==> config.mk <==
export PLATFORM = sky130hd
export DESIGN_NAME = bus_arbiter_flat
export DESIGN_NICKNAME = d
export VERILOG_FILES = /design/src/rtl/bus_arbiter_if.sv /design/src/rtl/bus_arbiter.sv /design/src/flat_wrapper.sv
export SDC_FILE = /design/constraint.sdc
export NUM_CORES = 1
export LEC_CHECK = 0
export BUFFER_PORTS_ARGS = -buffer_cell sky130_fd_sc_hd__buf_2
export CORE_MARGIN = 2
export CORE_UTILIZATION = 45
export CTS_CLUSTER_SIZE = 16
export DETAILED_ROUTE_END_ITERATION = 8
export HOLD_SLACK_MARGIN = 0.03
export PLACE_DENSITY_LB_ADDON = 0.05
export SYNTH_ARGS = -nofsm -noshare
export SYNTH_HDL_FRONTEND = slang
export SYNTH_SLANG_ARGS = --single-unit
==> constraint.sdc <==
create_clock -name clk -period 4.5 [get_ports clk]
set_input_delay 0.9 -clock clk [delete_from_list [all_inputs] [get_ports clk]]
set_output_delay 0.9 -clock clk [all_outputs]
set_load 0.02 [all_outputs]
==> src/rtl/bus_arbiter_if.sv <==
// Request/grant bundle between the four bus masters and the round-robin arbiter.
// The arbiter drives grants, owner and hold_cnt; the masters drive their requests.
interface bus_arbiter_if #(
  parameter int HOLD_W = 5
) ();
  logic              m0_req;
  logic              m1_req;
  logic              m2_req;
  logic              m3_req;
  logic              m0_grant;
  logic              m1_grant;
  logic              m2_grant;
  logic              m3_grant;
  logic [1:0]        owner;
  logic [HOLD_W-1:0] hold_cnt;

  // Requester side: raises requests, observes grants and debug state
  modport master (
    output m0_req, m1_req, m2_req, m3_req,
    input  m0_grant, m1_grant, m2_grant, m3_grant, owner, hold_cnt
  );

  // Arbiter side: samples requests, drives registered grants and debug state
  modport slave (
    input  m0_req, m1_req, m2_req, m3_req,
    output m0_grant, m1_grant, m2_grant, m3_grant, owner, hold_cnt
  );
endinterface

==> src/rtl/bus_arbiter.sv <==
// Round-robin arbiter for the 4-master shared bus with a bounded tenure.
// Grants are a registered one-hot decode of the owner, so the bus always has
// exactly one grant, parks on the last owner when idle, and there is no
// combinational path from any request to any grant.
`ifndef GRANT_ENABLE
`define GRANT_ENABLE 1'b1
`endif

module bus_arbiter #(
  parameter int MAX_HOLD = 16,
  parameter int HOLD_W   = 5
) (
  input  logic         clk,
  input  logic         reset,
  bus_arbiter_if.slave bus
);

  // Last tenure count before a forced handover; unused when MAX_HOLD is 0
  localparam logic [HOLD_W-1:0] HOLD_LAST = (MAX_HOLD > 0) ? HOLD_W'(MAX_HOLD - 1) : '0;

  logic [1:0]        owner_reg;
  logic [1:0]        owner_next;
  logic [HOLD_W-1:0] hold_cnt_reg;
  logic [HOLD_W-1:0] hold_cnt_next;
  logic [3:0]        grant_reg;
  logic [3:0]        grant_next;

  logic [3:0]        req_vec;
  logic [3:0]        rot_req;     // rot_req[d] = request of master owner+d (mod 4)
  logic              others_req;
  logic              rot_found;
  logic [1:0]        rot_dist;    // rotation distance of the next requester

  assign req_vec = {bus.m3_req, bus.m2_req, bus.m1_req, bus.m0_req};

  // Requests re-indexed by distance from the current owner; bit 0 is the owner
  generate
    for (genvar gi = 0; gi < 4; gi++) begin : g_rot
      assign rot_req[gi] = req_vec[owner_reg + 2'(gi)];
    end
  endgenerate

  assign others_req = |rot_req[3:1];

  // Nearest requester after the owner; the owner itself is considered last
  always_comb begin
    rot_found = 1'b1;
    rot_dist  = 2'd1;
    if (rot_req[1]) begin
      rot_dist = 2'd1;
    end else if (rot_req[2]) begin
      rot_dist = 2'd2;
    end else if (rot_req[3]) begin
      rot_dist = 2'd3;
    end else begin
      rot_found = 1'b0;
    end
  end

  // Next owner and tenure count from the current owner, its count and the requests
  always_comb begin
    owner_next    = owner_reg;
    hold_cnt_next = '0;
    if (rot_req[0]) begin
      if (others_req) begin
        if ((MAX_HOLD != 0) && (hold_cnt_reg >= HOLD_LAST)) begin
          // Tenure used up under contention: pass the bus on
          owner_next = owner_reg + rot_dist;
        end else if (MAX_HOLD != 0) begin
          hold_cnt_next = hold_cnt_reg + 1'b1;
        end
      end
    end else if (rot_found) begin
      owner_next = owner_reg + rot_dist;
    end
  end

  // One-hot grant decode of the next owner, registered below
  generate
    for (genvar gi = 0; gi < 4; gi++) begin : g_grant
      assign grant_next[gi] = (owner_next == 2'(gi)) ? `GRANT_ENABLE : ~`GRANT_ENABLE;
    end
  endgenerate

  // State register; reset wins over any handover decided on the same edge
  always_ff @(posedge clk) begin
    if (reset) begin
      owner_reg    <= 2'd0;
      hold_cnt_reg <= '0;
      grant_reg    <= {{3{~`GRANT_ENABLE}}, `GRANT_ENABLE};
    end else begin
      owner_reg    <= owner_next;
      hold_cnt_reg <= hold_cnt_next;
      grant_reg    <= grant_next;
    end
  end

  // Outputs come straight from registers
  always_comb begin
    bus.m0_grant = grant_reg[0];
    bus.m1_grant = grant_reg[1];
    bus.m2_grant = grant_reg[2];
    bus.m3_grant = grant_reg[3];
    bus.owner    = owner_reg;
    bus.hold_cnt = hold_cnt_reg;
  end

endmodule

==> src/flat_wrapper.sv <==
// flat-port wrapper written by rule: the top's interface ports become plain ports
module bus_arbiter_flat 
#(
  parameter int MAX_HOLD = 16,
  parameter int HOLD_W   = 5
)
  (clk, reset, bus_m0_req, bus_m1_req, bus_m2_req, bus_m3_req, bus_m0_grant, bus_m1_grant, bus_m2_grant, bus_m3_grant, bus_owner, bus_hold_cnt);
  bus_arbiter_if #(.HOLD_W(HOLD_W)) bus_i ();
  input  logic clk;
  input  logic reset;
  input wire logic [$bits(bus_i.m0_req)-1:0] bus_m0_req;
  input wire logic [$bits(bus_i.m1_req)-1:0] bus_m1_req;
  input wire logic [$bits(bus_i.m2_req)-1:0] bus_m2_req;
  input wire logic [$bits(bus_i.m3_req)-1:0] bus_m3_req;
  output wire logic [$bits(bus_i.m0_grant)-1:0] bus_m0_grant;
  output wire logic [$bits(bus_i.m1_grant)-1:0] bus_m1_grant;
  output wire logic [$bits(bus_i.m2_grant)-1:0] bus_m2_grant;
  output wire logic [$bits(bus_i.m3_grant)-1:0] bus_m3_grant;
  output wire logic [$bits(bus_i.owner)-1:0] bus_owner;
  output wire logic [$bits(bus_i.hold_cnt)-1:0] bus_hold_cnt;
  assign bus_i.m0_req = bus_m0_req;
  assign bus_i.m1_req = bus_m1_req;
  assign bus_i.m2_req = bus_m2_req;
  assign bus_i.m3_req = bus_m3_req;
  assign bus_m0_grant = bus_i.m0_grant;
  assign bus_m1_grant = bus_i.m1_grant;
  assign bus_m2_grant = bus_i.m2_grant;
  assign bus_m3_grant = bus_i.m3_grant;
  assign bus_owner = bus_i.owner;
  assign bus_hold_cnt = bus_i.hold_cnt;
  bus_arbiter #(.MAX_HOLD(MAX_HOLD), .HOLD_W(HOLD_W)) u_core (.clk(clk), .reset(reset), .bus(bus_i));
endmodule
Yosys cells after proc, flatten, opt, wreduce, memory -nomap -nowiden

Cells that the tools add are included.

Flip-flop bits (word level): 11
Input bits: 6
Output and inout bits: 11
Word-level logic and storage cells: 43

Add/sub/neg operators: 5
Magnitude comparators: 5
Equality and inequality tests: 3
Mux-type cells: 22
Bitwise operators: 2
Reduce and logical (&&, ||, !) cells: 3

Operator list:

| kind                | count |
|---|---|
| $mux 2              | 7 |
| $lt 2x3->1 const B  | 4 |
| $mux 1              | 11 |
| $bmux 1 s2          | 4 |
| $add 5x1->5 const B | 1 |
| $ge 5x4->1 const B  | 1 |
| $add 2x2->2 const B | 2 |
| $eq 2x2->1 const B  | 2 |
| $reduce_or 4->1     | 1 |
| $reduce_or 3->1     | 1 |
| $add 2x1->2 const B | 1 |
| $add 2x2->2         | 1 |
| $eq 2x1->1 const B  | 1 |
| $logic_not 2->1     | 1 |
| $not 1->1           | 2 |

Longest topological paths before layout

Gate-level depths: netlist of the first run.

Depth after elaboration: 12
Gate-level depth with buffers: 9
Depth with buffers taken out: 8

Least setup slack after synthesis of the first run

OpenSTA, ideal clock, no wires.

Path kind: input -> register
Start point: input bus_m2_req
End point: register u_core.owner_reg[1], in the netlist u_core.bus.owner[1]
Library setup time: 0.123 ns
Arrival: 2.308 ns
Required time: 4.377 ns
Setup slack: 2.069 ns
Stages on the path: 8
Buffers on the path: 1
Path through: buf_2 -> nand2b_1 -> o211ai_1 -> o21ai_0 -> ha_1 -> nor4_1 -> nand3b_1 -> mux2_1

Longest elaborated chain between the ends: 9

Ends and longest elaborated chain:

| what                         | RTL line                             | RTL |
|---|---|---|
| from (decl)                  | flat_wrapper.sv:13                   | `input wire logic [$bits(bus_i.m2_req)-1:0] bus_m2_req;` |
| $bmux 1 s2                   | bus_arbiter.sv:39                    | `assign rot_req[gi] = req_vec[owner_reg + 2'(gi)];` |
| $mux 1 (implied by the code) | bus_arbiter.sv:39                    |  |
| $mux 2                       | bus_arbiter.sv:53                    | `end else if (rot_req[3]) begin` |
| $mux 2                       | bus_arbiter.sv:51                    | `end else if (rot_req[2]) begin` |
| $mux 2                       | bus_arbiter.sv:49                    | `if (rot_req[1]) begin` |
| $add 2x2->2                  | bus_arbiter.sv:68, bus_arbiter.sv:74 |  |
| $mux 2                       | bus_arbiter.sv:66                    | `if ((MAX_HOLD != 0) && (hold_cnt_reg >= HOLD_LAST)) begin` |
| $mux 2                       | bus_arbiter.sv:65                    | `if (others_req) begin` |
| $mux 2 *                     | bus_arbiter.sv:64                    | `if (rot_req[0]) begin` |
| to (signal assigned)         | bus_arbiter.sv:92                    | `owner_reg <= owner_next;` |
| to (decl)                    | bus_arbiter.sv:21                    | `logic [1:0] owner_reg;` |

Every way passes the cells marked *; elsewhere a longest branch is shown, timed or not. The select of a mux whose other input is x is not followed.
A chain may end at the register's enable or synchronous reset.

Final worst setup path of the first run

Start point: input bus_m1_req
End point: register u_core.grant_reg[0]

Longest elaborated chain between the ends: 11

Ends and longest elaborated chain:

| what                         | RTL line                             | RTL |
|---|---|---|
| from (decl)                  | flat_wrapper.sv:12                   | `input wire logic [$bits(bus_i.m1_req)-1:0] bus_m1_req;` |
| $bmux 1 s2                   | bus_arbiter.sv:39                    |  |
| $mux 1 (implied by the code) | bus_arbiter.sv:39                    |  |
| $mux 2                       | bus_arbiter.sv:53                    |  |
| $mux 2                       | bus_arbiter.sv:51                    |  |
| $mux 2                       | bus_arbiter.sv:49                    |  |
| $add 2x2->2                  | bus_arbiter.sv:68, bus_arbiter.sv:74 |  |
| $mux 2                       | bus_arbiter.sv:66                    |  |
| $mux 2                       | bus_arbiter.sv:65                    |  |
| $mux 2 *                     | bus_arbiter.sv:64                    |  |
| $logic_not 2->1 *            | bus_arbiter.sv:81                    | `` assign grant_next[gi] = (owner_next == 2'(gi)) ? `GRANT_ENABLE : ~`GRANT_ENABLE; `` |
| $mux 1 (no line) *           | --                                   |  |
| to (signal assigned)         | bus_arbiter.sv:90                    | `` grant_reg <= {{3{~`GRANT_ENABLE}}, `GRANT_ENABLE}; `` |
| to (signal assigned)         | bus_arbiter.sv:94                    | `grant_reg <= grant_next;` |
| to (decl)                    | bus_arbiter.sv:25                    | `logic [3:0] grant_reg;` |

Marks and branches as above.

==> metrics.cfg, run 1 <==
[synthesis]
syn_area_per_cell_sq_um=8.99
synth_top_cell_by_area=dfxtp_1
ys_warn_count=0
yosysUniqueCellTypes=42
synthCells=81
syn-num-nets=90
yosys.cell_count.top_type=dfxtp_1
ys.flop_type=dfxtp_1
yosysSeqAreaShare_pct=30.2
synthArstFlopShare_pct=0
synth_common_cells=dfxtp_1, nor2_1, inv_1, nand3b_1
yosysTopAreaCellShare_pct=30.2
synthTopCellsByArea=dfxtp_1, ha_1, nor2_1
ys_seq_elements=11
synth_area_sq_um=728
synth_edf_count=0

[critical_path]
crit_required_ps=4660
crit_path_cell_trace=buf_2 -> or2_2 -> o21ai_0 -> o21ai_0 -> ha_1 -> xnor2_1 -> xnor2_1 -> a221o_1
crit_fanout=6
r2r_start=u_core.bus.owner[1]$_SDFF_PP0_
cp-startpoint=bus_m1_req
critPathMaxStageDelay_ps=350
timing.rr.end=u_core.bus.owner[1]$_SDFF_PP0_
endpoint_kind=flop
cp_data_arrival_time_ps=2560
critical_path_class=in -> reg
path_buf_inv=1
crit_slowest_cell=a221o_1
start_kind=input port
crit_family=compound AO/OA/AOI/OAI gates
reg2regPathDepth=5
rrSetupSlack_ps=2200

[sta]
fmax_ghz=0.417
skew_ps=7.84
setup_tns_ps=0
worstMarginPinSlew_ps=583
fin_crit_ps=2400
hold_viol=0
setup_viol=0
post-route-period-util_pct=53.3
fin_ws_ps=2100
relSlewSlack_pct=61.1
rsz0062_at_grt=no
drv_slew=0

[place]
dp_slack_ps=1820
placed_cells=108
gp_congestion=0.780
dp_hpwl_mm=1.04
placed_area_sq_um=800
numPortBuffers=16

[grt]
grt_pass1_vias=551
grt_overflow=0
grt_first_pass_wirelength_mm=2.38
antenna_found_initial=0
grt_max_degree=19
grtUsageTotal_pct=16.5

[detailed_routing]
via_per_inst=5.72
vias=641
wl_per_cell_microns=12.6
wirelength_mm=1.41
drt_iter0_markers=14
route.antenna.remaining_nets=0
drcViolationCount=0
first_pass_iters=4

[floorplan]
ios=17
start_util_pct=48.3
chipWidth_microns=44.2
rows=14
die_h_microns=44.2
placeableCoreArea_sq_mm=0.00151
die-area_sq_mm=0.00196

[finish]
antenna_cells=0
drive_gt1_share_pct=29.2
area_delta_synth_final_pct=13.4
largest_reg_flops=5
fin_cells=112
fin_area_sq_um=826
nNetsFinal=106

[min_path]
worstHoldPathCells=1
worstHoldEndpoint=u_core.bus.hold_cnt[0]$_SDFF_PP0_
hold_path_startpoint=u_core.bus.hold_cnt[0]$_SDFF_PP0_
hold_class=reg -> reg

[power_and_ir_drop]
power.density_mw_per_mm2=624
ir_drop_uv=415
p_leak_uw=0.000351

[clocking]
cts.clk_slew.worst_paths_ps=70
clockBufferDepth=2
postCtsHoldBufs=0
post_cts_resized=0
tritoncts=done
postCtsSetupBuffers=0
clock_sinks=11
numCtsBuffers=3
clk_latency_ps=270
cts_htree_levels=1
cts-root-buf=clkbuf_4

[outcome]
status=finished, final reports clean

[flow_run]
drv_cap=0

## power breakdown
part / internal [uW] / total (uW) / switching (uW)
clock network: 34.3 / 66.7 / 32.4
logic: 127 / 276 / 150
registers: 124 / 172 / 47.6
total: 285 / 515 / 230
## worst max-delay path by stage
stage | to | slack, ps | cells after the start
CTS | u_core.grant_reg[0]$_SDFF_PP1_ | 2100 | 8
finish | u_core.grant_reg[0]$_SDFF_PP1_ | 2100 | 8
global placement | u_core.bus.owner[1]$_SDFF_PP0_ | 1870 | 8
global route | u_core.bus.owner[1]$_SDFF_PP0_ | 1930 | 8
floorplan | u_core.bus.owner[1]$_SDFF_PP0_ | 2070 | 8
detailed placement | u_core.grant_reg[0]$_SDFF_PP1_ | 1820 | 8
## kinds of logic (layout without fill, tap and decap cells)
logic type / count (synthesis) / count (layout) / share of synthesized area [%]
AO/OA/AOI/OAI: 13 / 13 / 14.3
multiplexers: 3 / 3 / 6.19
buffers and inverters: 9 / 24 / 6.01
XOR/XNOR: 4 / 4 / 4.81
AND/OR/NAND/NOR: 38 / 38 / 33.3
flip-flops: 11 / 11 / 30.2
adder cells (fa/ha/maj): 3 / 3 / 5.16
## layout make-up
cell class,instances,area (sq um)
Fill cell,149,681
Multi-Input combinational cell,61,464
Sequential cell,11,220
Timing Repair Buffer,16,80.1
Clock buffer,4,26.3
Tap cell,16,20.0
Inverter,4,15.0
## metrics by stage
stage | total power (uW) | hold WS, ps | utilization [%]
finish | 515 | 475 | 54.8
detailed placement | 451 | 467 | 53.1
global placement | 447 | 461 | 53.1
CTS | 520 | 484 | 54.8
floorplan | 397 | 529 | -
global route | 559 | 512 | 54.8
## cell usage in the layout, fill, tap and decap left out, types with 2 or more instances in the layout
| master | synthesis | final |
|---|---|---|
| buf_2 | 2 | 16 |
| nand4b_1 | 2 | 2 |
| clkbuf_4 | 0 | 3 |
| nand3b_1 | 4 | 4 |
| xnor2_1 | 3 | 3 |
| nor4_1 | 2 | 2 |
| nand3_1 | 3 | 3 |
| nor2_1 | 9 | 9 |
| a21oi_1 | 2 | 2 |
| dfxtp_1 | 11 | 11 |
| o21ai_0 | 2 | 2 |
| ha_1 | 3 | 3 |
| inv_1 | 4 | 4 |
| nand2b_1 | 2 | 2 |
| nand2_1 | 3 | 3 |
## per-layer routing
layer,vias up,track usage [%],part of all wire (%)
met2,13,26.2,48
met1,296,20.7,46
li1,330,-,-
met3,2,4.90,4.2
met5,-,0,0
met4,0,7.27,0.71
(Power assumes the default switching activity.)
==> inputs of run 2 (changes only) <==
clock period = 2.4 ns   (was 4.5 ns; I/O delays follow)
==> run 2 against run 1 <==
Net effect: non-clock buffer count grew 2; sequential power rose by 76%; combinational power increased by 100%; design area rose by 1.8%; sequential cell count is the same; critical endpoint is now u_core.bus.owner[1]$_SDFF_PP0_; via count up 2.5%; first-iteration DRC count is 50% higher.
==> metrics.cfg, run 2 (synthesis results as in run 1) <==
[outcome]
status=finished, final reports clean

[floorplan]
die-area_sq_mm=0.00196
start_util_pct=48.3
ios=17
chipWidth_microns=44.2
placeableCoreArea_sq_mm=0.00151
die_h_microns=44.2
rows=14

[clocking]
cts_htree_levels=1
cts-root-buf=clkbuf_4
post_cts_resized=0
tritoncts=done
postCtsSetupBuffers=0
numCtsBuffers=3
clk_latency_ps=270
cts.clk_slew.worst_paths_ps=70
clockBufferDepth=2
postCtsHoldBufs=0
clock_sinks=11

[place]
gp_congestion=0.788
numPortBuffers=16
dp_hpwl_mm=1.04

[finish]
antenna_cells=0
layout_commonest_cell=buf_2
drive_gt1_share_pct=30.6
layout_common_cells=buf_2, dfxtp_1, nor2_1
area_delta_synth_final_pct=15.5
nNetsFinal=108
largest_reg_flops=5

[critical_path]
endpoint_kind=flop
critPathMaxStageDelay_ps=410
start_kind=flop
crit_fanout=11
crit_path_cell_trace=or2_2 -> o21ai_0 -> o21ai_0 -> ha_1 -> nor4_1 -> nand3b_1 -> mux2_1
crit_slowest_cell=dfxtp_1
crit_family=simple AND/OR/NAND/NOR gates
cp_data_arrival_time_ps=2250
path_buf_inv=0
crit_required_ps=2560
cp_common_cell=o21ai_0
critical_path_class=reg -> reg

[detailed_routing]
drcViolationCount=0
wl_per_cell_microns=12.7
drt_iter0_markers=21
first_pass_iters=4
wirelength_mm=1.44
route.antenna.remaining_nets=0
via_per_inst=5.76
vias=657

[power_and_ir_drop]
p_int_uw=556
p_sw_uw=440
p_leak_uw=0.000362
power.total_uw=997
power.density_mw_per_mm2=1190
pwr-share-comb_pct=56.5
clkPwrFrac_pct=13.1
ir_drop_uv=859
netSwitchingFraction_pct=44.2
power_frac_seq_pct=30.4

[sta]
skew_ps=2.15
fmax_ghz=0.480
hold_viol=0
fin_crit_ps=2080
rsz0062_at_grt=no
drv_slew=0
setup_tns_ps=0
relSlewSlack_pct=64.7
worstMarginPinSlew_ps=529
post-route-period-util_pct=86.8
setup_viol=0

[grt]
grt_max_degree=19
grt_overflow=0
grt_first_pass_wirelength_mm=2.46
grt_pass1_vias=575
antenna_found_initial=0
grtUsageTotal_pct=17.9

[flow_run]
drv_cap=0

[min_path]
hold_class=in -> reg

-- run 2: layout make-up --
type	count	area (sq um)
Clock buffer	4	26.3
Fill cell	145	666
Inverter	4	15.0
Multi-Input combinational cell	61	464
Sequential cell	11	220
Tap cell	16	20.0
Timing Repair Buffer	18	95.1
-- run 2: routing by layer --
layer / global-route usage, % / wire, microns / vias to the layer above
li1: - / - / 334
met1: 20.5 / 648 / 302
met2: 28.5 / 700 / 17
met3: 6.12 / 64 / 4
met5: 0 / 0 / -
met4: 10.9 / 29 / 0
-- run 2: power by group through the flow --
stage          clock (uW)  sequential, uW  combinational (uW)
2_1_floorplan           0             333                 412
3_3_place_gp            0             308                 557
4_1_cts               135             303                 562
5_1_grt               146             317                 617
3_5_place_dp            0             309                 561
6_report              130             303                 563
-- run 2: worst reg2reg max path, delay by kind of cell (launching register included) --
family | cells | cell delay (ps)
flip-flops | 1 | 410
AND/OR/NAND/NOR | 3 | 740
AO/OA/AOI/OAI | 2 | 250
multiplexers | 1 | 320
adder cells (fa/ha/maj) | 1 | 250
-- run 2: path summary, 6_finish.rpt --
kind                                startpoint                           endpoint  slack [ps]  cells after the start
max             u_core.bus.owner[1]$_SDFF_PP0_     u_core.bus.owner[1]$_SDFF_PP0_         320                      7
min                                      reset     u_core.bus.owner[0]$_SDFF_PP0_         480                      2
max reg2reg     u_core.bus.owner[1]$_SDFF_PP0_     u_core.bus.owner[1]$_SDFF_PP0_         320                      7
min reg2reg  u_core.bus.hold_cnt[0]$_SDFF_PP0_  u_core.bus.hold_cnt[0]$_SDFF_PP0_         480                      1
-- run 2: through the flow --
step	utilization, %	hold slack, ps	area, sq um	cells	setup WS [ps]
2_1_floorplan	-	529	728	81	242
3_3_place_gp	54.1	461	815	110	192
3_5_place_dp	54.1	472	815	110	114
4_1_cts	55.8	477	841	114	312
5_1_grt	55.8	478	841	114	143
6_report	55.8	480	841	114	316
